**config.mk**
```make
export PLATFORM = sky130hd
export DESIGN_NAME = apb_slave_mem
export DESIGN_NICKNAME = d
export VERILOG_FILES = /design/src/rtl/apb_slave_pkg.sv /design/src/rtl/apb_slave_regfile.sv /design/src/rtl/apb_slave_mem.sv
export SDC_FILE = /design/constraint.sdc
export NUM_CORES = 1
export LEC_CHECK = 0
export ABC_AREA = 1
export CAP_MARGIN = 10
export CORE_ASPECT_RATIO = 1.1
export CORE_MARGIN = 4
export CORE_UTILIZATION = 57
export CTS_BUF_LIST = sky130_fd_sc_hd__clkbuf_4 sky130_fd_sc_hd__clkbuf_8
export DETAILED_ROUTE_END_ITERATION = 6
export PLACE_DENSITY = 0.78
export SETUP_SLACK_MARGIN = 0.4
export SLEW_MARGIN = 20
export SYNTH_ARGS = -nofsm -noshare
export SYNTH_HDL_FRONTEND = slang
export SYNTH_SLANG_ARGS = --single-unit
```
**constraint.sdc**
```tcl
create_clock -name pclk -period 2.75 [get_ports pclk]
set_input_delay 0.55 -clock pclk [delete_from_list [all_inputs] [get_ports pclk]]
set_output_delay 0.55 -clock pclk [all_outputs]
set_load 0.01 [all_outputs]
```
**src/rtl/apb_slave_pkg.sv**
```systemverilog
// Shared types and constants for the APB register-bank completer.
package apb_slave_pkg;

    typedef enum logic [1:0] {
        IDLE = 2'd0,
        WAIT = 2'd1,
        DONE = 2'd2
    } apb_slv_state_t;

    localparam int WAIT_CNT_W = 4;

endpackage

```
**src/rtl/apb_slave_regfile.sv**
```systemverilog
// DEPTH x WIDTH register array: synchronous clear, one write port, one combinational read port.
module apb_slave_regfile
    import apb_slave_pkg::*;
#(
    parameter int WIDTH  = 16,
    parameter int DEPTH  = 16,
    parameter int ADDR_W = $clog2(DEPTH)
) (
    input  logic              clk,
    input  logic              clr,
    input  logic              we,
    input  logic [ADDR_W-1:0] waddr,
    input  logic [WIDTH-1:0]  wdata,
    input  logic [ADDR_W-1:0] raddr,
    output logic [WIDTH-1:0]  rdata
);

    logic [WIDTH-1:0] mem_r [DEPTH];

    // Storage update: clear wins over a same-cycle write so a reset never leaves a partial write.
    always_ff @(posedge clk) begin
        if (clr) begin
            for (int i = 0; i < DEPTH; i++) begin
                mem_r[i] <= {WIDTH{1'b0}};
            end
        end else if (we) begin
            mem_r[waddr] <= wdata;
        end
    end

    assign rdata = mem_r[raddr];

endmodule

```
**src/rtl/apb_slave_mem.sv**
```systemverilog
// APB completer with a bank of DEPTH registers and WAIT_CYCLES wait states per access.
module apb_slave_mem
    import apb_slave_pkg::*;
#(
    parameter int WIDTH       = 16,
    parameter int DEPTH       = 16,
    parameter int WAIT_CYCLES = 1
) (
    input  logic             pclk,
    input  logic             preset,
    input  logic             pselect,
    input  logic             penable,
    input  logic             pwrite,
    input  logic [WIDTH-1:0] paddr,
    input  logic [WIDTH-1:0] pwdata,
    output logic [WIDTH-1:0] prdata,
    output logic             pready,
    output logic             pslverr
);

    localparam int IDX_W = $clog2(DEPTH);
    // One extra bit so DEPTH == 2**WIDTH still compares correctly.
    localparam logic [WIDTH:0] DEPTH_V = (WIDTH + 1)'(DEPTH);
    localparam logic [WAIT_CNT_W-1:0] WAIT_LOAD = WAIT_CNT_W'(WAIT_CYCLES);

    apb_slv_state_t          state_r;
    logic [WAIT_CNT_W-1:0]   cnt_r;
    logic [WIDTH-1:0]        addr_r;
    logic [WIDTH-1:0]        wdata_r;
    logic                    write_r;
    logic [WIDTH-1:0]        prdata_r;
    logic                    pready_r;
    logic                    pslverr_r;

    logic                    in_range_s;
    logic                    exec_s;
    logic                    we_s;
    logic [WIDTH-1:0]        rdata_s;

    assign in_range_s = ({1'b0, addr_r} < DEPTH_V);
    assign exec_s     = (state_r == WAIT) && pselect && (cnt_r == {WAIT_CNT_W{1'b0}});
    assign we_s       = exec_s && write_r && in_range_s;

    apb_slave_regfile #(
        .WIDTH (WIDTH),
        .DEPTH (DEPTH)
    ) u_regfile (
        .clk   (pclk),
        .clr   (preset),
        .we    (we_s),
        .waddr (addr_r[IDX_W-1:0]),
        .wdata (wdata_r),
        .raddr (addr_r[IDX_W-1:0]),
        .rdata (rdata_s)
    );

    // Transfer FSM: latches the request at setup, counts wait states, then issues a one-cycle response.
    always_ff @(posedge pclk) begin
        if (preset) begin
            state_r   <= IDLE;
            cnt_r     <= {WAIT_CNT_W{1'b0}};
            addr_r    <= {WIDTH{1'b0}};
            wdata_r   <= {WIDTH{1'b0}};
            write_r   <= 1'b0;
            prdata_r  <= {WIDTH{1'b0}};
            pready_r  <= 1'b0;
            pslverr_r <= 1'b0;
        end else begin
            case (state_r)
                IDLE: begin
                    prdata_r  <= {WIDTH{1'b0}};
                    pready_r  <= 1'b0;
                    pslverr_r <= 1'b0;
                    // An access phase without a preceding setup is ignored.
                    if (pselect && !penable) begin
                        addr_r  <= paddr;
                        wdata_r <= pwdata;
                        write_r <= pwrite;
                        cnt_r   <= WAIT_LOAD;
                        state_r <= WAIT;
                    end
                end
                WAIT: begin
                    if (!pselect) begin
                        state_r <= IDLE;
                    end else if (cnt_r != {WAIT_CNT_W{1'b0}}) begin
                        cnt_r <= cnt_r - {{(WAIT_CNT_W-1){1'b0}}, 1'b1};
                    end else begin
                        state_r   <= DONE;
                        pready_r  <= 1'b1;
                        pslverr_r <= !in_range_s;
                        prdata_r  <= (in_range_s && !write_r) ? rdata_s : {WIDTH{1'b0}};
                    end
                end
                DONE: begin
                    state_r   <= IDLE;
                    prdata_r  <= {WIDTH{1'b0}};
                    pready_r  <= 1'b0;
                    pslverr_r <= 1'b0;
                end
                default: begin
                    state_r   <= IDLE;
                    cnt_r     <= {WAIT_CNT_W{1'b0}};
                    prdata_r  <= {WIDTH{1'b0}};
                    pready_r  <= 1'b0;
                    pslverr_r <= 1'b0;
                end
            endcase
        end
    end

    assign prdata  = prdata_r;
    assign pready  = pready_r;
    assign pslverr = pslverr_r;

endmodule

```
# == Yosys cells after proc, flatten, opt, wreduce, memory -nomap -nowiden ==
# Memory sizes are Yosys's and may differ from the RTL's. A register that Yosys moved wholly into a read port is not among the register bits.
# Index checks and enable logic that the tools add are counted.
# totals
n_memories,1
word_cells,57
input_bits,37
out_inout_bits,18
regBits,57
mem_bits_rw,256
# classes
n_addsub,1
mux,19
eq_ne,6
order_cmp,1
reduce_logical,18
n_bitwise,3
# memory_table
memory,depth,word_bits,read_ports,rd_clocked_by_memory_dff,wr,line,text
u_regfile.mem_r,16,16,1,1,16,apb_slave_regfile.sv:18,logic [WIDTH-1:0] mem_r [DEPTH];
# op_table
op,count
$mux W16,2
$mux W4,6
$lt A16 B5 Y1 const B,1
$reduce_or A16 Y1,1
$pmux W4 S3,1
$logic_and A1 B1 Y1,6
$mux W1,6
$mux W2,3
$reduce_and A2 Y1,3
$logic_not A4 Y1,1
$ne A2 B2 Y1 const B,2
$pmux W2 S2,1
$reduce_and A4 Y1,1
$reduce_bool A4 Y1,1
$sub A4 B1 Y4 const B,1
$logic_not A1 Y1,3
$ne A3 B3 Y1 const B,1
$not A1 Y1,3
$eq A2 B1 Y1 const B,1
$eq A2 B2 Y1 const B,1
$logic_not A2 Y1,1
$ne A2 B1 Y1 const B,1
$reduce_or A2 Y1,1

# == Depth between registers and ports, before layout ==
# depth
word_depth,10
depth_mapped,10
ltp_nobuf,9

# == Cells and area by module ==
# A second synthesis with hierarchy kept.
# hier_totals
hier_cells,1665
hier_area_um2,14511.4
# by_module_without_submodules
mod,seq_area_each_um2,cells_per_inst,instances,area_per_inst_um2
apb_slave_regfile,7687.4,1383,1,12271.8
apb_slave_mem,1141.1,282,1,2239.6

# == Worst setup path before layout ==
# OpenSTA, ideal clock, no wires.
# synth_path
path_type,input-to-reg
from,input pselect
to,"memory u_regfile.mem_r[13][0], enable pin"
path_buffers,1
required_ns,2.339
slack_ns,-0.186
arrival_ns,2.525
cell_stages,7
setup_ns,0.411
cell_sequence,inv_1 nor2_2 nand3_1 clkinv_1 nand4_1 buf_2 o21ai_0
# synth_rtl
element,line,text
"start, declared",apb_slave_mem.sv:11,"input logic pselect,"
"end, declared",apb_slave_regfile.sv:18,

==> results.md <==
* Setup CP Type: reg -> reg
* Row count at 60
* Post-synthesis mux area share at 0%
* Top cell type by total area after synthesis: edfxtp_1
* CP Cell Sequence: inv_1, ha_1, nand2_1, nor2_2, nand3_1, inv_2, buf_4, nand3_2, buf_4, nor3_1
* Pwr dens at 753 nW/µm²
* Pleak at 5.60 nW
* Latest clock arrival within the worst-skew pair at 0.58 ns
* CTS HTree Levels at 2
* Register bit total from synthesis at 317
* Io pins at 55
* Synth Area in Adders at 0.177%
* RePlAce Congestion at 0.862
* Clk pwr share at 32.8%
* Ranking of synthesized cells by area: edfxtp_1 54%, nand3_1 8.7%, dfxtp_1 8.7%
* Multi-input logic area at 4500 µm²
* Die Ht at 173 µm
* Clk_skew at 0.0262 ns
* CTS root buf: clkbuf_8
* RSZ-0062 raised after global routing: false
* Simple-gate share of the synthesized area at 27.8%
* Clock period minus final worst setup slack at 2.17 ns
* 1st-pass router iterations at 5
* Sequential share of power at 45.5%
* Worst setup SP type: flop
* Critical Path End Type: flop
* CP dominant cell by count: buf_4
* Synth Area in XOR/XNOR at 0%
* Syn Inst Count at 1446
* Largest net degree at the start of global routing at 129
* Layout area overhead at 14.7%
* Compound-gate portion of the synthesized area at 3.51%
* I/O Buffers at 54
* Net switching power at 3.94 mW
* Drt wl/cell at 20.6 µm
* Final worst slack at 0.582 ns
* Status: complete, no violations
* Initial core utilization at 57.8%
* Post-Syn Area at 14100 µm²
* CP max-delay cell: buf_4
* First-pass GRT wire length at 57200 µm
* Crit path max fanout at 48
* Vias per cell at 6.12
* ANT cells at 0
* Final net count at 1519
* R2R Path End: u_regfile.mem_r[1][7]$_SDFFCE_PN0P_
* Layout cells sized above 1 at 12.1%
* Reg2reg setup slack at 0.58 ns
* Setup Viol. Count Final at 0
* Register area at 8910 µm²
* Final ANT Viol Nets at 0
* Maximum vdd drop at 0.626 mV
* Reg clk slew, reported paths at 0.06 ns
* WP data arrival at 2.46 ns
* Gr ovfl total at 0
* Num Clock Sinks at 317
* Max_cap viols at 0
* DRC at 0
* Critical Path Source: cnt_r[0]$_SDFFE_PP0P_
* HPWL after DPL at 22800 µm
* DP Area at 15200 µm²
* Syn_area_per_cell at 9.76 µm²
* WP data required at 3.04 ns
* Via count at 11200
* Seq/Total Area, Yosys at 63.1%
* Hold_buf cts at 0
* Critical path destination: u_regfile.mem_r[1][7]$_SDFFCE_PN0P_
* Total wire length at 37700 µm
* Number of DRC markers in iteration 0 at 1651
* Fill cells at 1820
* R2R Path Start: cnt_r[0]$_SDFFE_PP0P_
* Switch share at 32.3%
* Worst path max stage delay at 0.46 ns
* Worst Tran Pin Value at 0.868 ns
* Synth cell types at 24
* Synth Net Count at 1485
* Class of the worst hold path: reg -> reg
* Depth of the worst register-to-register path at 10
* CTS buffer count at 48
* DP Worst Slack at 0.0657 ns
* Post-route cell area at 16200 µm²
* Max Root-Sink Buffers at 3
* Fin. Hold Viols at 0
* Comb power frac at 21.7%
* CTS tree: yes
* P_int at 8.25 mW
* F_max at 461 MHz
* Fin crit share at 78.8%
* Vias in the first global route at 10500
* Slew Limit Headroom at 41.7%
* Largest family of logic cells by synthesized area: simple AND/OR/NAND/NOR gates
* CORE AREA at 24400 µm²
* Die X at 158 µm
* Slew Limit Fails at 0
* Die ar. at 27300 µm²
* Top cell type's share of synthesized area at 54.5%
* Warnings from Yosys at 0
* Initial antenna violation count at 0
* Gr usage total at 27.3%
## Yosys cell counts, drive strengths merged
library cell and number:
o211ai 1, buf 42, o21ai 55, o21a 1, nand3 245, inv 30
nor3 260, ha 2, a21oi 41, clkinv 21, clkbuf 92, nor2 45
dfxtp 61, edfxtp 256, nand2 291, nand4 3
## registers in the layout, summed over array words and instances (netlist names), named ones only
signal / cells
state_r: 2
pready: 1
cnt_r: 4
wdata_r: 16
addr_r: 16
pslverr: 1
write_r: 1
u_regfile.mem_r: 256
prdata: 16
## metrics by stage
stage	std cells	util [%]	hold WS, ns	setup TNS [ns]	power (mW)
after global placement	1739	62.1	0.430	0	8.17
final	1830	66.3	0.438	0	12.2
after global routing	1830	66.3	0.471	0	12.6
after floorplan	1446	-	0.429	-1.63	7.26
after detailed placement	1739	62.1	0.433	0	8.23
after CTS	1829	66.2	0.442	0	12.1
## how the worst min path moves through the flow
stage,start,end,slack [ns],cells after the start
after floorplan,addr_r[6]$_SDFFE_PP0P_,addr_r[6]$_SDFFE_PP0P_,0.43,2
after global placement,wdata_r[5]$_SDFFE_PP0P_,wdata_r[5]$_SDFFE_PP0P_,0.43,2
after detailed placement,wdata_r[6]$_SDFFE_PP0P_,wdata_r[6]$_SDFFE_PP0P_,0.43,2
after CTS,wdata_r[6]$_SDFFE_PP0P_,wdata_r[6]$_SDFFE_PP0P_,0.44,2
after global routing,wdata_r[5]$_SDFFE_PP0P_,wdata_r[5]$_SDFFE_PP0P_,0.47,2
final,wdata_r[6]$_SDFFE_PP0P_,wdata_r[6]$_SDFFE_PP0P_,0.44,2
## metal layers
layer	part of all wire, %	up-vias	GRT usage, %
li1	-	5165	-
met1	36	5229	35.3
met2	50	688	45.5
met3	10	109	4.66
met4	4.3	0	11.5
met5	0	-	0
## what timing repair did
action	in CTS	in global routing
gates resized for setup	0	4
setup buffers	0	1
setup endpoints to repair	0	115
## layout make-up
cell class | count | area share [%]
clock buffer | 65 | 5.18
clock inverter | 25 | 0.998
inverter | 51 | 1.19
multi-input combinational | 944 | 27.8
sequential | 317 | 55.1
tap | 310 | 2.40
timing repair buffer | 118 | 7.29
## layout by cell type, fill, tap and decap left out, types with 20 or more instances in the layout
| master | n |
|---|---|
| a21oi_1 | 41 |
| buf_4 | 50 |
| clkbuf_8 | 56 |
| clkdlybuf4s50_1 | 54 |
| clkinv_1 | 34 |
| dfxtp_1 | 59 |
| edfxtp_1 | 256 |
| inv_1 | 26 |
| nand2_1 | 288 |
| nand3_1 | 243 |
| nor2_1 | 42 |
| nor3_1 | 240 |
| nor3_2 | 20 |
| o21ai_0 | 39 |
## critical path, delay by kind of cell, from the launching register on
kind / cells / cell delay [ns]
buffers and inverters: 4 / 0.77
AND/OR/NAND/NOR: 5 / 0.53
flip-flops: 1 / 0.37
adder cells (fa/ha/maj): 1 / 0.19
## power groups by stage
stage                     logic (mW)  clock network, mW  registers, mW
after floorplan                 1.65                  0           5.61
after global placement          2.54                  0           5.63
after detailed placement        2.59                  0           5.64
after CTS                       2.60               4.01           5.54
after global routing            2.84               4.24           5.56
final                           2.65               3.99           5.54
## kinds of logic (layout without fill, tap and decap cells)
logic type	after synthesis	in the layout
and+or+nand+nor	844	844
DFF	317	317
buffers and inverters	185	259
AOI/OAI and AO/OA	98	98
adders and majority gates	2	2
Note: power is estimated with default switching activity, not from simulation.
